## config.mk

```make
export PLATFORM = sky130hd
export DESIGN_NAME = serial_word_collector_flat
export DESIGN_NICKNAME = d
export VERILOG_FILES = /design/src/rtl/serial_word_collector_if.sv /design/src/rtl/serial_word_collector.sv /design/src/flat_wrapper.sv
export SDC_FILE = /design/constraint.sdc
export NUM_CORES = 1
export LEC_CHECK = 0
export CORE_AREA = 2 2 59 61
export DETAILED_ROUTE_END_ITERATION = 12
export DIE_AREA = 0 0 61 63
export HOLD_SLACK_MARGIN = 0.03
export PLACE_DENSITY_LB_ADDON = 0.2
export RECOVER_POWER = 100
export SETUP_SLACK_MARGIN = 0.15
export SYNTH_ARGS = -nofsm -noshare
export SYNTH_HDL_FRONTEND = slang
export SYNTH_SLANG_ARGS = --single-unit
```

## constraint.sdc

```tcl
create_clock -name clk -period 4.08 [get_ports clk]
set_clock_uncertainty 0.15 [all_clocks]
set_input_delay 0.612 -clock clk [delete_from_list [all_inputs] [get_ports clk]]
set_output_delay 0.612 -clock clk [all_outputs]
set_load 0.1 [all_outputs]
```

## src/rtl/serial_word_collector_if.sv

```systemverilog
// Serial-in / word-out bus between the bit-select mux, the collector and the
// next lab stage.
//   in_bit, in_en  : qualified serial bit stream into the collector
//   out_ready      : consumer accepts the held word
//   out_word       : assembled word, LSB received first
//   out_valid      : out_word / parity_err are valid
//   parity_err     : even-parity violation for the held word
//   overrun        : sticky flag, a start marker was dropped while a word was held
//   busy           : a frame is being received
interface serial_word_collector_if #(
  parameter int unsigned WIDTH = 8
) ();

  logic             in_bit;
  logic             in_en;
  logic             out_ready;
  logic [WIDTH-1:0] out_word;
  logic             out_valid;
  logic             parity_err;
  logic             overrun;
  logic             busy;

  // Producer/consumer side: drives the bit stream and the ready.
  modport master (
    output in_bit,
    output in_en,
    output out_ready,
    input  out_word,
    input  out_valid,
    input  parity_err,
    input  overrun,
    input  busy
  );

  // Collector side.
  modport slave (
    input  in_bit,
    input  in_en,
    input  out_ready,
    output out_word,
    output out_valid,
    output parity_err,
    output overrun,
    output busy
  );

endinterface

```

## src/rtl/serial_word_collector.sv

```systemverilog
// Deserializer behind the 2:1 bit-select mux. Frames qualified bits as
// start marker (1), WIDTH data bits LSB first, one even-parity bit, and holds
// each completed word behind a valid/ready handshake.
//   clk   : rising-edge clock
//   rst_n : synchronous active-low reset
//   bus   : serial_word_collector_if.slave (in_bit, in_en, out_ready in;
//           out_word, out_valid, parity_err, overrun, busy out, all registered)
module serial_word_collector #(
  parameter int unsigned WIDTH = 8
) (
  input  logic                   clk,
  input  logic                   rst_n,
  serial_word_collector_if.slave bus
);

  localparam int unsigned CNT_W = $clog2(WIDTH);

  typedef enum logic [1:0] {
    IDLE   = 2'd0,
    SHIFT  = 2'd1,
    PARITY = 2'd2,
    DONE   = 2'd3
  } state_t;

  state_t             state_q, state_d;
  logic [CNT_W-1:0]   cnt_q, cnt_d;
  logic [WIDTH-1:0]   shreg_q, shreg_d;
  logic [WIDTH-1:0]   word_q, word_d;
  logic               valid_q, valid_d;
  logic               perr_q, perr_d;
  logic               ovr_q, ovr_d;
  logic               busy_q, busy_d;
  logic               marker;

  assign marker = bus.in_en & bus.in_bit;

  // Register bank, synchronous reset discards any partial frame.
  always_ff @(posedge clk) begin
    if (!rst_n) begin
      state_q <= IDLE;
      cnt_q   <= '0;
      shreg_q <= '0;
      word_q  <= '0;
      valid_q <= 1'b0;
      perr_q  <= 1'b0;
      ovr_q   <= 1'b0;
      busy_q  <= 1'b0;
    end else begin
      state_q <= state_d;
      cnt_q   <= cnt_d;
      shreg_q <= shreg_d;
      word_q  <= word_d;
      valid_q <= valid_d;
      perr_q  <= perr_d;
      ovr_q   <= ovr_d;
      busy_q  <= busy_d;
    end
  end

  // Next-state and next-output decode.
  always_comb begin
    state_d = state_q;
    cnt_d   = cnt_q;
    shreg_d = shreg_q;
    word_d  = word_q;
    valid_d = valid_q;
    perr_d  = perr_q;
    ovr_d   = ovr_q;

    case (state_q)
      IDLE: begin
        if (marker) begin
          state_d = SHIFT;
          cnt_d   = '0;
        end
      end
      SHIFT: begin
        if (bus.in_en) begin
          shreg_d[cnt_q] = bus.in_bit;
          // Counter holds at WIDTH-1 instead of wrapping on the last data bit.
          if (cnt_q == CNT_W'(WIDTH - 1)) begin
            state_d = PARITY;
          end else begin
            cnt_d = cnt_q + CNT_W'(1);
          end
        end
      end
      PARITY: begin
        if (bus.in_en) begin
          word_d  = shreg_q;
          perr_d  = (^shreg_q) ^ bus.in_bit;
          valid_d = 1'b1;
          state_d = DONE;
        end
      end
      DONE: begin
        if (bus.out_ready) begin
          valid_d = 1'b0;
          // A marker on the handshake cycle starts the next frame at once.
          if (marker) begin
            state_d = SHIFT;
            cnt_d   = '0;
          end else begin
            state_d = IDLE;
          end
        end else if (marker) begin
          ovr_d = 1'b1;
        end
      end
      default: begin
        state_d = IDLE;
      end
    endcase

    busy_d = (state_d == SHIFT) || (state_d == PARITY);
  end

  assign bus.out_word   = word_q;
  assign bus.out_valid  = valid_q;
  assign bus.parity_err = perr_q;
  assign bus.overrun    = ovr_q;
  assign bus.busy       = busy_q;

endmodule

```

## src/flat_wrapper.sv

```systemverilog
// flat-port wrapper written by rule: the top's interface ports become plain ports
module serial_word_collector_flat 
#(
  parameter int unsigned WIDTH = 8
)
  (clk, rst_n, bus_in_bit, bus_in_en, bus_out_ready, bus_out_word, bus_out_valid, bus_parity_err, bus_overrun, bus_busy);
  serial_word_collector_if #(.WIDTH(WIDTH)) bus_i ();
  input  logic clk;
  input  logic rst_n;
  input wire logic [$bits(bus_i.in_bit)-1:0] bus_in_bit;
  input wire logic [$bits(bus_i.in_en)-1:0] bus_in_en;
  input wire logic [$bits(bus_i.out_ready)-1:0] bus_out_ready;
  output wire logic [$bits(bus_i.out_word)-1:0] bus_out_word;
  output wire logic [$bits(bus_i.out_valid)-1:0] bus_out_valid;
  output wire logic [$bits(bus_i.parity_err)-1:0] bus_parity_err;
  output wire logic [$bits(bus_i.overrun)-1:0] bus_overrun;
  output wire logic [$bits(bus_i.busy)-1:0] bus_busy;
  assign bus_i.in_bit = bus_in_bit;
  assign bus_i.in_en = bus_in_en;
  assign bus_i.out_ready = bus_out_ready;
  assign bus_out_word = bus_i.out_word;
  assign bus_out_valid = bus_i.out_valid;
  assign bus_parity_err = bus_i.parity_err;
  assign bus_overrun = bus_i.overrun;
  assign bus_busy = bus_i.busy;
  serial_word_collector #(.WIDTH(WIDTH)) u_core (.clk(clk), .rst_n(rst_n), .bus(bus_i));
endmodule
```

==> run_results.csv, run 1 <==
group,metric,value,unit
worst_setup_path,worst_r2r_path_depth,6,
placed_design,place_inst,204,
grt,grt_overflow_total,0,
worst_setup_path,cp.required,3.32,ns
grt,grt_pass1_vias,902,
power,peakVddDrop,0.000120,V
worst_setup_path,timing.reg2reg.setup_slack,2.07,ns
floorplan,core_area,3230,µm²
clock_tree,clockRootBuffer,"clkbuf_4",
timing,slew_headroom,34.6,%
cells_and_area,multiInputGateArea,678,µm²
placed_design,dpl.hpwl,1750,µm
worst_setup_path,crit_type,"flop to output port",
cells_and_area,seqCellArea,500,µm²
synth,synthesis.nets,158,
clock_tree,cts_hold_buffers,0,
floorplan,ios,17,
cells_and_area,area_delta_synth_final,18.3,%
worst_setup_path,cp_max_fo,3,
grt,grt_max_degree,26,
synth,synth_top_area_cell,"dfxtp_1",
synth,synthTopCellsByArea,"dfxtp_1 41%, nand2_1 9.2%, a21oi_1 6.6%, ha_1 6.2%, nor2_1 4.3%",
routing,dr.pass1.iters,5,
min_path,hold_path.class,"flop to flop",
synth,yosysMostFrequentCell,"nand2_1",
routing,drtAntennaViolNets,0,
floorplan,die_x,61,µm
placed_design,io_buffers,16,
cells_and_area,final_util,44.6,%
cells_and_area,final_layout_size_suffix_gt1_share,3.70,%
synth,async_flop_share,0,%
synth,ys_seq_area_share,41.0,%
routing,viasPerCell,5.02,
routing,drc,0,
power,p_leak,0.525,nW
routing,drt-total-wl,2480,µm
synth,synth-edff-count,0,
clock_tree,cts_buffer_depth,2,
timing,tightestPinTransition,0.978,ns
timing,setup_viol,0,
worst_setup_path,worstPathCellList,"dlygate4sd3_1",
worst_setup_path,cp-end-kind,"output port",
floorplan,initial_core_util,37.7,%
power,power_density,279,nW/µm²
placed_design,place_area,1420,µm²
floorplan,die_area,3840,µm²
synth,syn-instance-count,147,
cells_and_area,final_cell_count_no_fill,208,
synth,ys_warn_count,0,
timing,fin_crit_sh,65.3,%
clock_tree,cts_tree,"done",
floorplan,rows,21,
clock_tree,postCtsSetupBuffers,0,
floorplan,die_h,63,µm
placed_design,place_congestion,0.769,
worst_setup_path,crit_buf_inv,1,
clock_tree,h-tree-depth,1,
worst_setup_path,crit_family,"buffers and inverters",
synth,synth_top_area_share,41.0,%
routing,drt_iter0_markers,23,
cells_and_area,final_nets,174,
flow_run,maxCapViolations,0,
clock_tree,clk_pin_slew_worst_paths,0.13,ns
clock_tree,ctsResizeCount,0,
cells_and_area,fin_area,1440,µm²
worst_setup_path,slowest_stage,"dlygate4sd3_1",
worst_setup_path,cpPeakStageDelay,1.21,ns
synth,synthesis.area,1220,µm²
timing,whs,0.308,ns
synth,ys_seq_elements,25,
worst_setup_path,start_kind,"flop",
timing,grt_setup_unrepaired,"false",
timing,fin_tns_setup,0,ns
clock_tree,numCtsBuffers,3,
routing,via_count,1044,
grt,antenna_found_initial,0,
status,run_status,"completed",
grt,grt_pass1_wl,4040,µm
timing,slew_violations,0,
min_path,hold_depth,2,
worst_setup_path,worstPathArrival,1.90,ns
timing,hold_violations,0,
synth,synth_flop_cell,"dfxtp_1",
grt,grt_usage,13.6,%
worst_setup_path,worstSetupPathDepth,1,
clock_tree,clock-sinks,25,
synth,yosys-top-cells-count,"30 x nand2_1, 25 x dfxtp_1, 16 x a21oi_1, 14 x nor2_1",
timing,max_freq,376,MHz
synth,synthDistinctLibCells,32,
cells_and_area,antenna_cells,0,
routing,wire_per_inst,11.9,µm
clock_tree,clk-insertion-delay-late,0.33,ns
cells_and_area,fill_cells,322,
timing,finalCriticalPeriod,2.66,ns
synth,postSynthAreaPerCell,8.30,µm²
## flip-flops by register name, indices dropped and copies added (netlist names)
register               cells
u_core.bus.out_word        8
u_core.bus.out_valid       1
u_core.state_q             2
u_core.bus.overrun         1
u_core.cnt_q               3
u_core.shreg_q             8
u_core.bus.parity_err      1
u_core.bus.busy            1
## power by group
part	total, mW	switching (mW)	internal (mW)
Combinational	0.0403	0.0254	0.0149
Sequential	0.249	0.00236	0.247
Clock	0.113	0.0761	0.0368
## path summary, 6_finish.rpt
path / end / start
max: bus_out_valid / u_core.bus.out_valid$_SDFFE_PN0P_
max reg2reg: u_core.bus.busy$_SDFF_PN0_ / u_core.cnt_q[1]$_SDFFE_PN0P_
min: u_core.bus.out_word[4]$_SDFFE_PN0P_ / u_core.bus.out_word[4]$_SDFFE_PN0P_
min reg2reg: u_core.bus.out_word[4]$_SDFFE_PN0P_ / u_core.bus.out_word[4]$_SDFFE_PN0P_
## cell usage in the layout (no fill, tap or decap), types with 3 or more instances in the layout
cell	instances
dfxtp_1	25
ha_1	6
o211ai_1	3
clkbuf_4	3
nand3_1	5
nor2_1	14
inv_1	5
nand2_1	30
a21oi_1	16
nand2b_1	3
o21ai_0	6
dlygate4sd3_1	15
nor3_1	4
mux2i_1	3
## routing by layer
layer | vias to the layer above | GRT usage [%] | routed length [µm]
li1 | 539 | - | -
met1 | 481 | 18.5 | 1270
met2 | 20 | 21.1 | 1090
met3 | 4 | 2.69 | 91
met4 | 0 | 4.89 | 29
met5 | - | 0 | 0
## kinds of logic after synthesis
family	share of synthesized area, %
buffers and inverters	3.38
AND/OR/NAND/NOR	22.2
AO/OA/AOI/OAI	19.0
multiplexers	2.46
flip-flops	41.0
XOR/XNOR	5.85
adder cells (fa/ha/maj)	6.15
## metrics by stage
| step | power, mW | setup slack, ns |
|---|---|---|
| CTS | 0.406 | 1.47 |
| detailed placement | 0.295 | 1.58 |
| global placement | 0.295 | 1.63 |
| global route | 0.421 | 1.37 |
| floorplan | 0.284 | 2.32 |
| finish | 0.402 | 1.42 |
## area by class of cell
cell class | count | share of cell area [%]
Tap cell | 46 | 3.99
Multi-Input combinational cell | 112 | 47.0
Inverter | 5 | 1.30
Sequential cell | 25 | 34.7
Clock buffer | 3 | 1.56
Timing Repair Buffer | 16 | 11.1
Clock inverter | 1 | 0.347
Note: power is estimated with default switching activity, not from simulation.
==> run 2, diff against run 1 <==
- clock period: 4.08 -> 2.4 ns (I/O delays scaled with it)
==> run 2 against run 1 <==
Compared with the run above: via count increased by 0.48%; sequential power increased by 70%; global-route usage increased by 0.84 points; worst setup slack got worse by 1.1 ns; clock power increased by 66%; combinational power increased by 80%; register-to-register slack got worse by 1.6 ns; final cell count increased by 2.4%; critical endpoint is now bus_overrun.
==> run_results.csv, run 2 (same netlist as run 1, synthesis figures left out) <==
group,metric,value,unit
status,run_status,"completed",
cells_and_area,final_util,43.2,%
cells_and_area,antenna_cells,0,
routing,via_count,1049,
timing,setup_viol,0,
grt,grt.met2_usage,20.2,%
floorplan,initial_core_util,37.7,%
clock_tree,ctsResizeCount,0,
placed_design,dp_worst_setup_slack,0.352,ns
worst_setup_path,crit_type,"flop to output port",
timing,hold_violations,0,
floorplan,rows,21,
grt,grt_pass1_wl,4240,µm
worst_setup_path,start_kind,"flop",
worst_setup_path,cpPeakStageDelay,0.86,ns
clock_tree,clockRootBuffer,"clkbuf_4",
power,peakVddDrop,0.000191,V
timing,grt_setup_unrepaired,"false",
routing,dr.pass1.iters,4,
worst_setup_path,cp_max_fo,2,
timing,finalCriticalPeriod,2.05,ns
cells_and_area,final_cell_count_no_fill,213,
grt,grt_pass1_vias,936,
timing,whs,0.312,ns
power,power_density,491,nW/µm²
cells_and_area,final_common_cell,"nand2_1",
cells_and_area,final_layout_size_suffix_gt1_share,5.39,%
clock_tree,h-tree-depth,1,
routing,wire_per_inst,11.4,µm
clock_tree,cts_buffer_depth,2,
worst_setup_path,cp.required,1.89,ns
grt,antenna_found_initial,0,
worst_setup_path,cp-end-kind,"output port",
worst_setup_path,critical_path.startpoint,"u_core.bus.overrun$_SDFFE_PN0P_",
clock_tree,clock-sinks,25,
clock_tree,clk_pin_slew_worst_paths,0.13,ns
grt,grt_overflow_total,0,
grt,grt_max_degree,18,
cells_and_area,fin_area,1400,µm²
cells_and_area,area_delta_synth_final,14.4,%
routing,drt_iter0_markers,41,
clock_tree,postCtsSetupBuffers,0,
grt,grt_use_met1,21.4,%
power,p_leak,0.473,nW
timing,worst_slack,0.348,ns
floorplan,die_area,3840,µm²
grt,busiest_layer,"met1",
placed_design,place_area,1420,µm²
placed_design,io_buffers,16,
floorplan,die_h,63,µm
timing,max_freq,487,MHz
routing,viasPerCell,4.92,
floorplan,die_x,61,µm
floorplan,core_area,3230,µm²
clock_tree,clk-insertion-delay-late,0.32,ns
worst_setup_path,timing.rr.start,"u_core.cnt_q[1]$_SDFFE_PN0P_",
cells_and_area,layout_common_cells,"30 x nand2_1, 25 x dfxtp_1, 16 x a21oi_1",
cells_and_area,seqCellArea,500,µm²
placed_design,dpl.hpwl,1800,µm
min_path,hold_path.class,"flop to flop",
cells_and_area,final_nets,179,
cells_and_area,multiInputGateArea,678,µm²
grt,grt_usage,14.5,%
timing,fin_crit_sh,85.5,%
clock_tree,cts_tree,"done",
power,p_total,0.684,mW
floorplan,ios,17,
worst_setup_path,slowest_stage,"clkbuf_1",
worst_setup_path,worstPathCellList,"clkbuf_1",
routing,drt-total-wl,2420,µm
timing,tightestPinTransition,1.17,ns
grt,use_met3,2.48,%
timing,slew_violations,0,
clock_tree,cts_hold_buffers,0,
timing,fin_tns_setup,0,ns
placed_design,place_inst,209,
worst_setup_path,crit_buf_inv,1,
cells_and_area,fill_cells,360,
placed_design,place_congestion,0.751,
min_path,worstHoldStart,"u_core.bus.out_word[4]$_SDFFE_PN0P_",
worst_setup_path,crit_family,"buffers and inverters",
routing,drc,0,
clock_tree,numCtsBuffers,3,
routing,drtAntennaViolNets,0,
timing,slew_headroom,22.4,%
worst_setup_path,worstPathArrival,1.54,ns
flow_run,maxCapViolations,0,
[run 2: final cells by class]
cell class | count | share of cell area, %
timing repair buffer | 21 | 8.16
sequential | 25 | 35.9
multi-input combinational | 112 | 48.6
tap | 46 | 4.13
inverter | 5 | 1.35
clock buffer | 4 | 1.88
[run 2: report_power, final]
| group | leakage, nW | internal (mW) | switching (mW) |
|---|---|---|---|
| Sequential | 0.202 | 0.419 | 0.00417 |
| Clock | 0.0150 | 0.0651 | 0.123 |
| Combinational | 0.256 | 0.0275 | 0.0449 |
| Total | 0.473 | 0.512 | 0.172 |
[run 2: worst paths after layout]
path                                                            end  slack (ns)  depth (start not counted)
worst max-delay path                                    bus_overrun        0.35                          1
worst min-delay path            u_core.bus.out_word[4]$_SDFFE_PN0P_        0.31                          2
worst max register to register           u_core.bus.busy$_SDFF_PN0_        0.44                          6
worst min register to register  u_core.bus.out_word[4]$_SDFFE_PN0P_        0.31                          2
[run 2: per-layer routing]
layer	part of all wire (%)	wire length (µm)
met1	50	1220
met2	43	1050
met3	4.5	108
met4	1.8	43
met5	0	0
[run 2: worst min-delay path: stages (launching register included)]
cell	delay (ns)
dfxtp_1	0.33
nand2_1	0.05
a21oi_1	0.05
==> run 3, diff against run 2 <==
- CTS_BUF_LIST: unset -> sky130_fd_sc_hd__clkbuf_16
- SKIP_LAST_GASP: unset -> 1
==> run 3 against run 2 <==
Compared with the run above: register-to-register slack is essentially flat; total power grew 25%; maximum frequency grew 3.8%; final area grew 3.9%; clock power grew 92%; sequential cell count is the same; sequential power is essentially flat; critical path type unchanged; worst hold slack lost 0.0093 ns; critical path depth is the same; first-iteration DRC count shrank 17%.
==> run_results.csv, run 3 (same netlist as run 1, synthesis figures left out) <==
group,metric,value,unit
status,run_status,"completed",
worst_setup_path,cp-end-kind,"output port",
clock_tree,cts_tree,"done",
power,p_leak,0.496,nW
clock_tree,clk_pin_slew_worst_paths,0.06,ns
worst_setup_path,crit_family,"buffers and inverters",
power,p_int,0.669,mW
floorplan,initial_core_util,37.7,%
timing,setup_viol,0,
worst_setup_path,start_kind,"flop",
placed_design,place_inst,209,
timing,max_freq,506,MHz
clock_tree,ctsResizeCount,0,
placed_design,place_area,1420,µm²
routing,drtAntennaViolNets,0,
grt,grt_usage,14.4,%
power,swShare,22.0,%
clock_tree,h-tree-depth,1,
power,switching_power,0.188,mW
worst_setup_path,timing.rr.start,"u_core.cnt_q[1]$_SDFFE_PN0P_",
timing,grt_setup_unrepaired,"false",
placed_design,dpl.hpwl,1800,µm
clock_tree,clk-insertion-delay-late,0.25,ns
routing,drt-total-wl,2450,µm
cells_and_area,final_nets,179,
grt,grt_max_degree,18,
clock_tree,postCtsSetupBuffers,0,
routing,wire_per_inst,11.5,µm
timing,finalCriticalPeriod,1.98,ns
floorplan,die_h,63,µm
power,pwr-share-clk,42.2,%
worst_setup_path,timing.reg2reg.setup_slack,0.44,ns
routing,drc,0,
worst_setup_path,worstPathCellList,"clkbuf_1",
routing,top_layer,"met4",
grt,grt_overflow_total,0,
cells_and_area,antenna_cells,0,
worst_setup_path,worstSetupPathDepth,1,
cells_and_area,area_delta_synth_final,18.8,%
floorplan,die_x,61,µm
placed_design,place_congestion,0.751,
worst_setup_path,worst_r2r_path_depth,6,
worst_setup_path,worstPathArrival,1.47,ns
worst_setup_path,r2r-end,"u_core.bus.busy$_SDFF_PN0_",
cells_and_area,fin_area,1450,µm²
power,seqPwrFrac,49.4,%
grt,antenna_found_initial,0,
grt,grt_pass1_wl,4290,µm
min_path,hold_path.class,"flop to flop",
timing,slew_violations,0,
timing,fin_tns_setup,0,ns
cells_and_area,layout_common_cells,"30 x nand2_1, 25 x dfxtp_1, 16 x a21oi_1",
floorplan,ios,17,
clock_tree,clockRootBuffer,"clkbuf_16",
timing,tightestPinTransition,1.17,ns
timing,slew_headroom,22.3,%
worst_setup_path,cp.required,1.89,ns
clock_tree,numCtsBuffers,3,
cells_and_area,final_layout_size_suffix_gt1_share,4.79,%
cells_and_area,final_common_cell,"nand2_1",
timing,fin_crit_sh,82.3,%
floorplan,die_area,3840,µm²
clock_tree,cts_buffer_depth,2,
routing,dr_wl_met3,92,µm
routing,m1WireLength,1250,µm
worst_setup_path,crit_buf_inv,1,
routing,met2_length,1080,µm
worst_setup_path,slowest_stage,"clkbuf_1",
routing,drt_iter0_markers,34,
timing,worst_slack,0.424,ns
grt,grt_pass1_vias,944,
worst_setup_path,cpPeakStageDelay,0.86,ns
floorplan,rows,21,
clock_tree,cts_hold_buffers,0,
placed_design,io_buffers,16,
worst_setup_path,cp-endpoint,"bus_out_valid",
power,peakVddDrop,0.000254,V
cells_and_area,fill_cells,353,
placed_design,dp_worst_setup_slack,0.352,ns
power,combPwrFrac,8.4,%
routing,via_count,1068,
power,power_density,591,nW/µm²
worst_setup_path,crit_type,"flop to output port",
clock_tree,clock-sinks,25,
routing,viasPerCell,5.01,
floorplan,core_area,3230,µm²
worst_setup_path,critical_path.startpoint,"u_core.bus.out_valid$_SDFFE_PN0P_",
timing,hold_violations,0,
worst_setup_path,cp_max_fo,3,
flow_run,maxCapViolations,0,
routing,dr.pass1.iters,4,
cells_and_area,final_cell_count_no_fill,213,
run 3: layout make-up:
type                       count  area [µm²]  share of cell area [%]
multi-input combinational    112         678                    46.8
sequential                    25         500                    34.5
timing repair buffer          21         115                    7.94
clock buffer                   3        75.1                    5.18
tap                           46        57.6                    3.97
inverter                       5        18.8                    1.30
clock inverter                 1        3.75                   0.259
run 3: metal layers:
metal	GRT usage, %	up-vias
li1	-	551
met1	21.8	488
met2	20.6	22
met3	2.48	7
met4	4.08	0
met5	0	-
run 3: power by group through the flow:
stage          sequential, mW  clock, mW  combinational, mW
2_1_floorplan           0.442          0             0.0409
3_3_place_gp            0.433          0             0.0734
3_5_place_dp            0.433          0             0.0752
4_1_cts                 0.423      0.368             0.0755
5_1_grt                 0.424      0.385             0.0800
6_report                0.423      0.361             0.0719
run 3: how the worst min path moves through the flow:
stage	start	to	cells after the start
floorplan	u_core.shreg_q[4]$_SDFFE_PN0P_	u_core.bus.out_word[4]$_SDFFE_PN0P_	2
global route	u_core.bus.out_word[2]$_SDFFE_PN0P_	u_core.bus.out_word[2]$_SDFFE_PN0P_	2
CTS	u_core.bus.out_word[4]$_SDFFE_PN0P_	u_core.bus.out_word[4]$_SDFFE_PN0P_	2
global placement	u_core.bus.out_word[0]$_SDFFE_PN0P_	u_core.bus.out_word[0]$_SDFFE_PN0P_	2
finish	u_core.bus.out_word[4]$_SDFFE_PN0P_	u_core.bus.out_word[4]$_SDFFE_PN0P_	2
detailed placement	u_core.bus.out_word[4]$_SDFFE_PN0P_	u_core.bus.out_word[4]$_SDFFE_PN0P_	2
run 3: through the flow:
step | hold slack, ns | power [mW] | util, %
3_3_place_gp | 0.293 | 0.506 | 44.0
5_1_grt | 0.324 | 0.889 | 44.8
4_1_cts | 0.309 | 0.867 | 46.5
3_5_place_dp | 0.300 | 0.508 | 44.0
2_1_floorplan | 0.292 | 0.483 | -
6_report | 0.303 | 0.857 | 44.8
==> patch: new RTL, flow settings as in run 1 <==
Encoding of `state_t`: now Gray code (2 bits for 4 states).
--- a/src/rtl/serial_word_collector.sv
+++ b/src/rtl/serial_word_collector.sv
@@ -16,10 +16,10 @@
   localparam int unsigned CNT_W = $clog2(WIDTH);
 
   typedef enum logic [1:0] {
-    IDLE   = 2'd0,
-    SHIFT  = 2'd1,
-    PARITY = 2'd2,
-    DONE   = 2'd3
+    IDLE   = 2'b00,
+    SHIFT  = 2'b01,
+    PARITY = 2'b11,
+    DONE   = 2'b10
   } state_t;
 
   state_t             state_q, state_d;
Function: same outputs for any inputs over 10 cycles, from zero or initial values and one cycle with rst_n low; not proved beyond that.
==> patch against run 1 <==
Wire length shrank 12%. Sequential cell count is the same. Non-clock buffer count is the same. Worst setup slack gained 12 ps. First-iteration DRC count grew 13%. Synthesized area shrank 1.4%. Design area shrank 4.2%. Critical path type unchanged. Worst hold slack gained 13 ps. Power shrank 2.0%.
==> patch: results (changes against run 1) <==
Outcome
  • Status: completed

Power and ir drop
  • Leak: 0.0005225 uW (-0.41%)
  • VDD IR max: 99.04 uV (-18%)

Clock network
  • Post-CTS Setup Bufs: 0 (unchanged)
  • Root buf cell: clkbuf_4
  • Clk buf depth: 2 (unchanged)
  • Clock transition at path regs: 150 ps (+20 ps)
  • Clock Latency Late Sink: 310 ps (-20 ps)
  • Post-cts sizing count: 0 (unchanged)
  • TritonCTS Buffers: 3 (unchanged)

Routing
  • DR pass1 iterations: 4 (-1)
  • WL/cell: 11.41 um (-4.3%)
  • DR vias: 931 (-11%)
  • DRT Wirelength: 2191 um (-12%)
  • Starting DRT DRC Count: 26 (+13%)

Placed design
  • IO buf count: 16 (unchanged)
  • HPWL Detailed: 1503 um (-14%)
  • Placed insts: 188 (-7.8%)
  • RePlAce Congestion: 0.7298 (-5.1%)
  • Placed cell areas: 1371 um^2 (-3.1%)
  • Dpl ws: 1754 ps (+174.2 ps)

Synthesis
  • Mean post-synth cell area: 8.907 um^2 (+7.3%)
  • Netlist cell types: 30 (-6.3%)
  • Ys Warns: 0 (unchanged)
  • Sequential-to-total area share from yosys stat: 41.62% (+0.60 points)
  • Syn Nets: 142 (-10%)
  • Synth top area cells: dfxtp_1 42%, a21boi_0 9.4%, nand2_1 8.1%, mux2i_1 5.0%, nor2b_1 3.6%
  • Post-synth top cells: 26 x nand2_1, 25 x dfxtp_1, 15 x a21boi_0
  • Asr flop ratio synth: 0% (unchanged)

GRT
  • Total track usage: 13.30% (-0.35 points)
  • First-pass GRT wire length: 3946 um (-2.4%)
  • Largest net degree at the start of global routing: 27 (+3.8%)
  • Grt met1 use: 18.83% (+0.29 points)
  • Antenna violations before repair: 0 (unchanged)
  • Met2 Resource Use GR: 19.62% (-1.5 points)
  • Global-route met3 utilization: 2.692% (unchanged)
  • Vias in the first global route: 864 (-4.2%)

Finish
  • Share of cells above drive strength 1: 2.740% (-0.96 points)
  • # nets final: 154 (-11%)
  • # diodes: 0 (unchanged)
  • Fill cell count: 346 (+7.5%)

Critical path
  • Crit-path slowest cell: dlygate4sd3_1
  • Worst r2r src: u_core.cnt_q[1]$_SDFFE_PN0P_
  • Reg-to-reg endpoint: u_core.cnt_q[1]$_SDFFE_PN0P_
  • Top Family by Delay on Critical Path: buffers and inverters
  • Worst R2R Setup Slack: 2340 ps (+270 ps)

Timing
  • Worst-Margin Slew: 974.9 ps (-3.195 ps)
  • Hold Slack: 320.2 ps (+12.62 ps)

Worst hold path
  • Type of the worst min-delay path: flop to flop
  • Hold Path Origin: u_core.bus.out_word[2]$_SDFFE_PN0P_
  • Hold worst-path end: u_core.bus.out_word[2]$_SDFFE_PN0P_
[patch: per-layer routing]
metal	share of wire [%]	vias to the layer above
met3	3.8	4
li1	-	479
met1	48	431
met5	0	-
met2	46	17
met4	1.3	0
[patch: kinds of logic after synthesis]
family / Yosys count / synth area share, %
xor gates and xnor gates: 6 / 5.516
DFF: 25 / 41.62
buffers and inverters: 12 / 4.994
AOI/OAI and AO/OA: 28 / 15.61
adders and majority gates: 2 / 2.081
and+or+nand+nor: 56 / 25.18
muxes: 6 / 4.995
[patch: power by group]
group | leakage (uW) | switching (uW) | internal (uW)
combinational | 0.000307 | 18.1 | 11.9
clock | 0.0000139 | 77.0 | 37.4
sequential | 0.000202 | 3.15 | 247
[patch: how the worst max path moves through the flow]
stage	from	endpoint	slack (ps)	cells past startpoint
finish	u_core.bus.out_valid$_SDFFE_PN0P_	bus_out_valid	1430	1
global route	u_core.bus.overrun$_SDFFE_PN0P_	bus_overrun	1360	1
CTS	u_core.bus.out_word[6]$_SDFFE_PN0P_	bus_out_word[6]	1470	1
detailed placement	bus_in_en	u_core.bus.parity_err$_SDFFE_PN0P_	1750	4
global placement	bus_in_en	u_core.shreg_q[4]$_SDFFE_PN0P_	1800	5
floorplan	u_core.bus.out_valid$_SDFFE_PN0P_	bus_out_valid	2380	0
[patch: layout make-up]
| type | count | area [um^2] | share of cell area [%] |
|---|---|---|---|
| clock buffers | 3 | 22.52 | 1.630 |
| multi-input cells | 98 | 621.8 | 45.02 |
| flip-flops and latches | 25 | 500.5 | 36.23 |
| clock inverters | 1 | 7.507 | 0.5435 |
| inverters | 3 | 11.26 | 0.8152 |
| well taps | 46 | 57.56 | 4.167 |
| repair buffers | 16 | 160.2 | 11.59 |
